$ cat src/rtl/serial_pattern_pkg.sv
// Shared types and default widths for the serial pattern transmitter.
package serial_pattern_pkg;

  localparam int unsigned DEF_MAX_LEN = 16;
  localparam int unsigned DEF_LEN_W   = 5;
  localparam int unsigned DEF_REP_W   = 4;
  localparam int unsigned DEF_GAP_W   = 4;

  typedef enum logic [1:0] {
    IDLE  = 2'd0,
    SHIFT = 2'd1,
    GAP   = 2'd2,
    DONE  = 2'd3
  } state_t;

endpackage

$ cat src/rtl/sp_down_counter.sv
// Loadable down counter that saturates at zero and flags when it has reached it.
module sp_down_counter #(
  parameter int unsigned W = 4
) (
  input  logic         clk,
  input  logic         reset,
  input  logic         load,
  input  logic [W-1:0] load_val,
  input  logic         en,
  output logic [W-1:0] count,
  output logic         zero_c
);

  always_ff @(posedge clk) begin
    if (!reset) begin
      count <= '0;
    end else if (load) begin
      count <= load_val;
    end else if (en && (count != '0)) begin
      count <= count - W'(1);
    end
  end

  assign zero_c = (count == '0);

endmodule

$ cat src/rtl/serial_pattern_gen.sv
// Serial bit-stream transmitter: shifts a captured pattern out MSB-first, repeats it with
// optional idle gaps, then pulses done. All outputs are registered from next-state values.
module serial_pattern_gen
  import serial_pattern_pkg::*;
#(
  parameter int unsigned MAX_LEN = DEF_MAX_LEN,
  parameter int unsigned LEN_W   = DEF_LEN_W,
  parameter int unsigned REP_W   = DEF_REP_W,
  parameter int unsigned GAP_W   = DEF_GAP_W
) (
  input  logic               clk,
  input  logic               reset,
  input  logic               start,
  input  logic [MAX_LEN-1:0] pattern,
  input  logic [LEN_W-1:0]   len,
  input  logic [REP_W-1:0]   rep,
  input  logic [GAP_W-1:0]   gap,
  input  logic               abort,
  output logic               out,
  output logic               valid,
  output logic               busy,
  output logic               done
);

  state_t state_q, state_d;

  logic [MAX_LEN-1:0] pat_q;
  logic [LEN_W-1:0]   len_q;
  logic [GAP_W-1:0]   gap_q;
  logic [REP_W-1:0]   rep_q, rep_d;
  logic               cap_en;

  logic               out_d, valid_d, busy_d, done_d;

  logic               idx_load, idx_en, idx_zero_c;
  logic [LEN_W-1:0]   idx_val, idx_q;
  logic               gap_load, gap_en, gap_zero_c;
  logic [GAP_W-1:0]   gap_val, gcnt_q;
  logic               unused_gcnt;

  logic               len_ok_c;

  // Bit select written as a compare loop so the index width need not match the pattern.
  function automatic logic bit_at(input logic [MAX_LEN-1:0] p, input logic [LEN_W-1:0] i);
    logic b;
    b = 1'b0;
    for (int unsigned k = 0; k < MAX_LEN; k++) begin
      if (LEN_W'(k) == i) b = p[k];
    end
    return b;
  endfunction

  sp_down_counter #(.W(LEN_W)) u_idx (
    .clk      (clk),
    .reset    (reset),
    .load     (idx_load),
    .load_val (idx_val),
    .en       (idx_en),
    .count    (idx_q),
    .zero_c   (idx_zero_c)
  );

  sp_down_counter #(.W(GAP_W)) u_gap (
    .clk      (clk),
    .reset    (reset),
    .load     (gap_load),
    .load_val (gap_val),
    .en       (gap_en),
    .count    (gcnt_q),
    .zero_c   (gap_zero_c)
  );

  // Only the zero flag of the gap counter steers the FSM.
  assign unused_gcnt = ^gcnt_q;

  assign len_ok_c = (len != '0) && (len <= LEN_W'(MAX_LEN));

  always_ff @(posedge clk) begin
    if (!reset) begin
      state_q <= IDLE;
      out     <= 1'b0;
      valid   <= 1'b0;
      busy    <= 1'b0;
      done    <= 1'b0;
      rep_q   <= '0;
    end else begin
      state_q <= state_d;
      out     <= out_d;
      valid   <= valid_d;
      busy    <= busy_d;
      done    <= done_d;
      rep_q   <= rep_d;
    end
  end

  // Transfer parameters are frozen for the whole transfer.
  always_ff @(posedge clk) begin
    if (!reset) begin
      pat_q <= '0;
      len_q <= '0;
      gap_q <= '0;
    end else if (cap_en) begin
      pat_q <= pattern;
      len_q <= len;
      gap_q <= gap;
    end
  end

  always_comb begin
    state_d  = state_q;
    rep_d    = rep_q;
    cap_en   = 1'b0;
    out_d    = 1'b0;
    valid_d  = 1'b0;
    busy_d   = 1'b0;
    done_d   = 1'b0;
    idx_load = 1'b0;
    idx_val  = len_q - LEN_W'(1);
    idx_en   = 1'b0;
    gap_load = 1'b0;
    gap_val  = gap_q - GAP_W'(1);
    gap_en   = 1'b0;

    unique case (state_q)
      IDLE: begin
        if (start && len_ok_c) begin
          cap_en   = 1'b1;
          rep_d    = rep;
          idx_load = 1'b1;
          idx_val  = len - LEN_W'(1);
          out_d    = bit_at(pattern, len - LEN_W'(1));
          valid_d  = 1'b1;
          busy_d   = 1'b1;
          state_d  = SHIFT;
        end
      end

      SHIFT: begin
        if (abort) begin
          state_d = IDLE;
        end else if (!idx_zero_c) begin
          idx_en  = 1'b1;
          out_d   = bit_at(pat_q, idx_q - LEN_W'(1));
          valid_d = 1'b1;
          busy_d  = 1'b1;
        end else if (rep_q == '0) begin
          done_d  = 1'b1;
          busy_d  = 1'b1;
          state_d = DONE;
        end else if (gap_q != '0) begin
          rep_d    = rep_q - REP_W'(1);
          gap_load = 1'b1;
          busy_d   = 1'b1;
          state_d  = GAP;
        end else begin
          // Back-to-back repetition: restart at the MSB with no bubble.
          rep_d    = rep_q - REP_W'(1);
          idx_load = 1'b1;
          out_d    = bit_at(pat_q, len_q - LEN_W'(1));
          valid_d  = 1'b1;
          busy_d   = 1'b1;
        end
      end

      GAP: begin
        if (abort) begin
          state_d = IDLE;
        end else if (gap_zero_c) begin
          idx_load = 1'b1;
          out_d    = bit_at(pat_q, len_q - LEN_W'(1));
          valid_d  = 1'b1;
          busy_d   = 1'b1;
          state_d  = SHIFT;
        end else begin
          gap_en = 1'b1;
          busy_d = 1'b1;
        end
      end

      DONE: begin
        state_d = IDLE;
      end

      default: begin
        state_d = IDLE;
      end
    endcase
  end

endmodule

$ cat config.mk
export PLATFORM = sky130hd
export DESIGN_NAME = serial_pattern_gen
export DESIGN_NICKNAME = d
export VERILOG_FILES = /design/src/rtl/serial_pattern_pkg.sv /design/src/rtl/sp_down_counter.sv /design/src/rtl/serial_pattern_gen.sv
export SDC_FILE = /design/constraint.sdc
export NUM_CORES = 1
export LEC_CHECK = 0
export CORE_UTILIZATION = 51
export CTS_CLUSTER_DIAMETER = 80
export CTS_CLUSTER_SIZE = 20
export DETAILED_ROUTE_END_ITERATION = 7
export PLACE_DENSITY_LB_ADDON = 0.2
export SYNTH_ARGS = -nofsm -noshare
export SYNTH_HDL_FRONTEND = slang
export SYNTH_HIERARCHICAL = 1
export SYNTH_SLANG_ARGS = --single-unit
$ cat constraint.sdc
create_clock -name clk -period 2.65 [get_ports clk]
set_input_delay 0.265 -clock clk [delete_from_list [all_inputs] [get_ports clk]]
set_output_delay 0.265 -clock clk [all_outputs]
set_load 0.02 [all_outputs]
=== Word level (Yosys, flattened, before mapping) ===
Cells that the tools add are included.

* Reductions and logical operators: 22
* Divide/modulo/power cells: 0
* Multipliers: 0
* Mux-type cells: 101
* Shift operators: 0
* Magnitude comparators: 1
* Equal/unequal tests: 55
* Bitwise logic cells: 3
* Add/subtract/negate cells: 6

{| class="wikitable"
|+ Operators with widths
! kind !! number
|-
| $eq A4 B5 Y1 const A || 24
|-
| $mux W1 || 78
|-
| $eq A3 B5 Y1 const A || 12
|-
| $eq A2 B5 Y1 const A || 6
|-
| $mux W4 || 6
|-
| $logic_not A5 Y1 || 4
|-
| $mux W5 || 4
|-
| $eq A1 B5 Y1 const A || 3
|-
| $sub A5 B1 Y5 const B || 3
|-
| $mux W2 || 7
|-
| $sub A4 B1 Y4 const B || 3
|-
| $reduce_bool A5 Y1 || 2
|-
| $pmux W1 S3 || 3
|-
| $logic_not A4 Y1 || 2
|-
| $ne A2 B2 Y1 const B || 4
|-
| $pmux W2 S4 || 1
|-
| $pmux W4 S2 || 1
|-
| $reduce_bool A4 Y1 || 2
|-
| $ne A3 B3 Y1 const B || 2
|-
| $reduce_bool A2 Y1 || 3
|-
| $le A5 B5 Y1 const B || 1
|-
| $reduce_and A5 Y1 || 1
|-
| $eq A2 B2 Y1 const B || 2
|-
| $logic_and A1 B1 Y1 || 4
|-
| other kinds (8) || 10
|}

* Word-level logic and storage cells: 199
* Output and inout bits: 4
* Flip-flop bits (word level): 44
* Memories: 0
* Memory bits (writable): 0
* Latch bits: 0
* ROM bits: 0

=== Logic depth before layout (Yosys ltp) ===
* Depth after elaboration: 23
* Depth in mapped cells: 11
* Depth with buffers taken out: 10

=== Hierarchy ===
The synthesis kept the hierarchy.

{| class="wikitable"
|+ Modules (own cells, without submodules)
! module !! seq. area each (µm²) !! instances !! cells each !! area an instance (µm²)
|-
| serial_pattern_gen || 700.7 || 1 || 293 || 2412.3
|-
| sp_down_counter (u_idx) || 100.1 || 1 || 37 || 299.0
|-
| sp_down_counter (u_gap) || 80.1 || 1 || 31 || 256.5
|}

=== Worst setup path before layout ===
OpenSTA, ideal clock, no wires.

* Path type: register to register
* Start point: register u_idx.count[0]
* End point: register u_idx.count[4]
* Cell stages (with the launch flop): 12
* Arrival: 2329 ps
* Data required time: 2518 ps
* Period minus slack after synthesis: 2461 ps
* Setup time: 132 ps
* Setup slack: 189 ps
* Cells stage by stage: dfxtp_1 inv_1 ha_1 or4b_4 clkinv_2 nand3b_1 or4_1 a31oi_1 clkbuf_1 inv_1 o311ai_0 a21boi_0

{| class="wikitable"
|+ RTL lines
! element !! line !! source
|-
| start, declared || sp_down_counter.sv:10 || <nowiki>output logic [W-1:0] count,</nowiki>
|-
| start signal, assigned || sp_down_counter.sv:18 || <nowiki>count <= load_val;</nowiki>
|-
| start signal, assigned || sp_down_counter.sv:20 || <nowiki>count <= count - W'(1);</nowiki>
|-
| $logic_not A5 Y1 * || sp_down_counter.sv:24 || <nowiki>assign zero_c = (count == '0);</nowiki>
|-
| via idx_zero_c || serial_pattern_gen.sv:35 || <nowiki>logic idx_load, idx_en, idx_zero_c;</nowiki>
|-
| $mux W1 * || serial_pattern_gen.sv:141 || <nowiki>end else if (!idx_zero_c) begin</nowiki>
|-
| $mux W1 * || serial_pattern_gen.sv:139 || <nowiki>if (abort) begin</nowiki>
|-
| $pmux W1 S3 * || serial_pattern_gen.sv:124 || <nowiki>unique case (state_q)</nowiki>
|-
| via idx_load || serial_pattern_gen.sv:35 ||
|-
| $mux W5 or $reduce_bool A2 Y1 (tied branches) || -- ||
|}

The timed path passes the listed nets; every way through them passes the cells marked *. The select of a mux whose other input is x is not followed.
A chain may end at the register's enable or synchronous reset.

=== Worst setup path after layout ===
* Start point: register u_idx.count[0]
* End point: register u_idx.count[3]

The elaborated chain is that of the path after synthesis.

==> metrics.txt <==
Reg clk slew, reported paths around 0.09 ns; hold slack 0.474 ns; Req. time, crit path 2.84 ns; unique cell type count in the Yosys netlist 63; Worst Setup EP u_idx/count[3]; Total Power roughly 3.0 mW; Final #Nets 463; minimum clock period 2.49 ns; Initial Utilization ~53%; ANT cells 0; Clock Path Buffers 2; design internal power roughly 1.7 mW; # resized after CTS 0; EDFF count, synth 0; Psw 1.21 mW; Die Width 78.3 um; Max Freq about 0.40 GHz; H-tree depth 2; DRT Wirelength approximately 7.7 mm; WS Path Type flip-flop to flip-flop; origin of the critical flop-to-flop path u_idx/count[0]; Core Area approximately 5600 um^2; GRT Util Overall a little over a quarter; Worst Skew about 0.011 ns; Detailed Route Iter0 Violations 237; final hold violation count 0; largest net degree at the start of global routing 41; setup TNS 0 ns; CP max FO 9; post-CTS setup buffers 0; Sw Share about two fifths; most frequent cells in the layout nand2_1 (59), dfxtp_1 (44), clkdlybuf4s50_1 (36), inv_1 (27), nor2_1 (27); Placer Congestion between 0.9 and 1; post-synthesis sequential area ratio 29.7%; vias per cell between 5 and 6; # port buffers 36; worst-margin pin slew roughly 0.48 ns; worst rel slew slack 68.1%; number of setup violations in the final report 0; Yosys warnings 6; Worst-Skew Late Latency about 0.30 ns; Mapped Avg Cell Area just over 8 um^2; Synth Flop Type dfxtp_1; RR Endpoint u_idx/count[3]; fin. max-slew vios 0; status finished clean; Hold/Removal Path Class flip-flop to flip-flop; most common cell after layout, fill and taps aside nand2_1; RSZ-0062 raised after global routing no; CTS buffer count 5; flop2flop setup slack around 0.16 ns; Routed Antenna Nets 0; Critical path origin u_idx/count[0]; Critical Path End Type flip-flop; Die Span Y 78.3 um; reg2reg path depth 11; Final period util between 90% and 100%; CTS Hold Bufs 0; static leakage approximately 1.4 nW; gr ovfl total 0; WP data arrival approximately 2.7 ns; CTS sink cnt 44; HPWL after DPL around 5.7 mm; syn_nets just over 400; Filler cells between 400 and 500; max-cap violation count 0; CTS Root Cell clkbuf_8; Post-Syn Instances around 360; initial antenna violation count 0; Pwr Density 811 nW/um^2; total I/O pin count 37; Worst VDD drop 0.000429 V; first-pass GRT wire length approximately 13 mm; synthesized area between 2000 and 3000 um^2; CTS tree yes; Site Rows 27; routed length per placed instance around 16 um; layout cells sized above 1 between 10% and 20%; clock network fraction of total power 18.2%; combinational share of power between 50% and 60%; first-pass iteration count of the detailed router 5; Flop pwr share 31.1%; flops & latches, synth 44; Vias 2837; Layout area overhead 22.5%; vias in the first global route roughly 2600; die area 6130 um^2; Remaining DRCs 0; Startpoint Class flip-flop; async set-or-reset flop fraction in the synthesized netlist 0%
==> sequential cells by signal, indices dropped and copies added, names as in the netlist <==
register     count
u_idx/count      5
gap_q            4
u_gap/count      4
state_q          2
pat_q           16
valid            1
rep_q            4
done             1
busy             1
out              1
len_q            5
==> stage by stage <==
stage,cells,utilization (%),cell area (um^2),setup slack [ns]
2_1_floorplan,361,-,2970,0.189
3_3_place_gp,476,63.1,3520,0.216
3_5_place_dp,476,63.1,3520,0.143
4_1_cts,484,65.2,3640,0.202
5_1_grt,484,65.2,3640,0.00188
6_report,484,65.2,3640,0.156
==> worst min path at each step <==
stage / cells after the start / startpoint / end
after floorplan: 1 / reset / u_idx/count[0]
after global placement: 2 / pat_q[14] / pat_q[14]
after detailed placement: 2 / len_q[4] / len_q[4]
after CTS: 2 / len_q[4] / len_q[4]
after global routing: 2 / pat_q[14] / pat_q[14]
final: 2 / len_q[4] / len_q[4]
==> power groups by stage <==
stage / logic, mW / clock network (mW) / registers, mW
after global placement: 1.43 / 0 / 0.926
final: 1.50 / 0.537 / 0.917
after CTS: 1.47 / 0.540 / 0.912
after floorplan: 0.950 / 0 / 0.918
after global routing: 1.63 / 0.568 / 0.933
after detailed placement: 1.45 / 0 / 0.928
==> worst max-delay path: stages, from the launching register on <==
cell,delay (ns)
dfxtp_1,0.32
inv_1,0.07
ha_1,0.16
or4b_4,0.49
clkinv_2,0.07
nand3b_1,0.12
or4_1,0.43
a31oi_1,0.18
buf_4,0.18
inv_1,0.09
o21ai_0,0.18
nor3b_1,0.08
==> routing by layer <==
layer | share of wire (%) | wire (um) | track usage [%]
met4 | 1.1 | 85 | 6.48
met1 | 48 | 3730 | 36.3
met5 | 0 | 0 | 0
met3 | 5.4 | 414 | 3.95
met2 | 45 | 3500 | 43.2
==> cell usage after synthesis, types with 2 or more instances <==
| library cell | number | area [um^2] |
|---|---|---|
| buf_2 | 3 | 15.0 |
| xnor2_1 | 4 | 35.0 |
| nor2_1 | 27 | 101 |
| nor3_1 | 7 | 35.0 |
| o2111ai_1 | 2 | 17.5 |
| o21a_1 | 2 | 15.0 |
| nor3_2 | 2 | 20.0 |
| nand2b_1 | 6 | 37.5 |
| o21ai_0 | 4 | 20.0 |
| a21boi_0 | 3 | 22.5 |
| o31ai_1 | 2 | 15.0 |
| inv_1 | 27 | 101 |
| nand3b_1 | 4 | 30.0 |
| o311ai_0 | 2 | 17.5 |
| nor4b_1 | 2 | 17.5 |
| o21ai_1 | 4 | 20.0 |
| a21boi_1 | 24 | 180 |
| nand4b_1 | 2 | 17.5 |
| nand3_1 | 11 | 55.1 |
| mux4_2 | 3 | 67.6 |
| nor3b_1 | 7 | 52.6 |
| mux2i_1 | 9 | 90.1 |
| clkbuf_1 | 11 | 41.3 |
| xor2_1 | 4 | 35.0 |
| a221oi_1 | 3 | 26.3 |
| mux4_1 | 2 | 52.6 |
| a211oi_1 | 2 | 15.0 |
| nand2_1 | 59 | 221 |
| a31oi_1 | 5 | 31.3 |
| nand4_1 | 2 | 12.5 |
| mux2_1 | 2 | 22.5 |
| nor4_1 | 3 | 18.8 |
| nor2b_1 | 2 | 12.5 |
| a21oi_1 | 17 | 85.1 |
| clkinv_2 | 2 | 10.0 |
| ha_1 | 19 | 238 |
| dfxtp_1 | 44 | 881 |
| o211a_1 | 2 | 20.0 |
==> logic make-up (layout without fill, tap and decap cells) <==
group	Yosys count	in the layout	share of synthesized area, %
buf+inv	43	94	5.65
simple gates	145	145	25.0
xor+xnor	10	10	3.46
compound gates	83	83	20.0
fa+ha+maj	19	19	8.01
flops	44	44	29.7
mux	17	17	8.22
==> final cells by class <==
cell class                      instances  area (um^2)  share of cell area, %
Clock buffer                            5         68.8                   1.89
Clock inverter                          3         47.5                   1.31
Inverter                               29          111                   3.06
Multi-Input combinational cell        274         1920                   52.8
Sequential cell                        44          881                   24.2
Tap cell                               72         90.1                   2.48
Timing Repair Buffer                   57          518                   14.2
(Power assumes the default switching activity.)
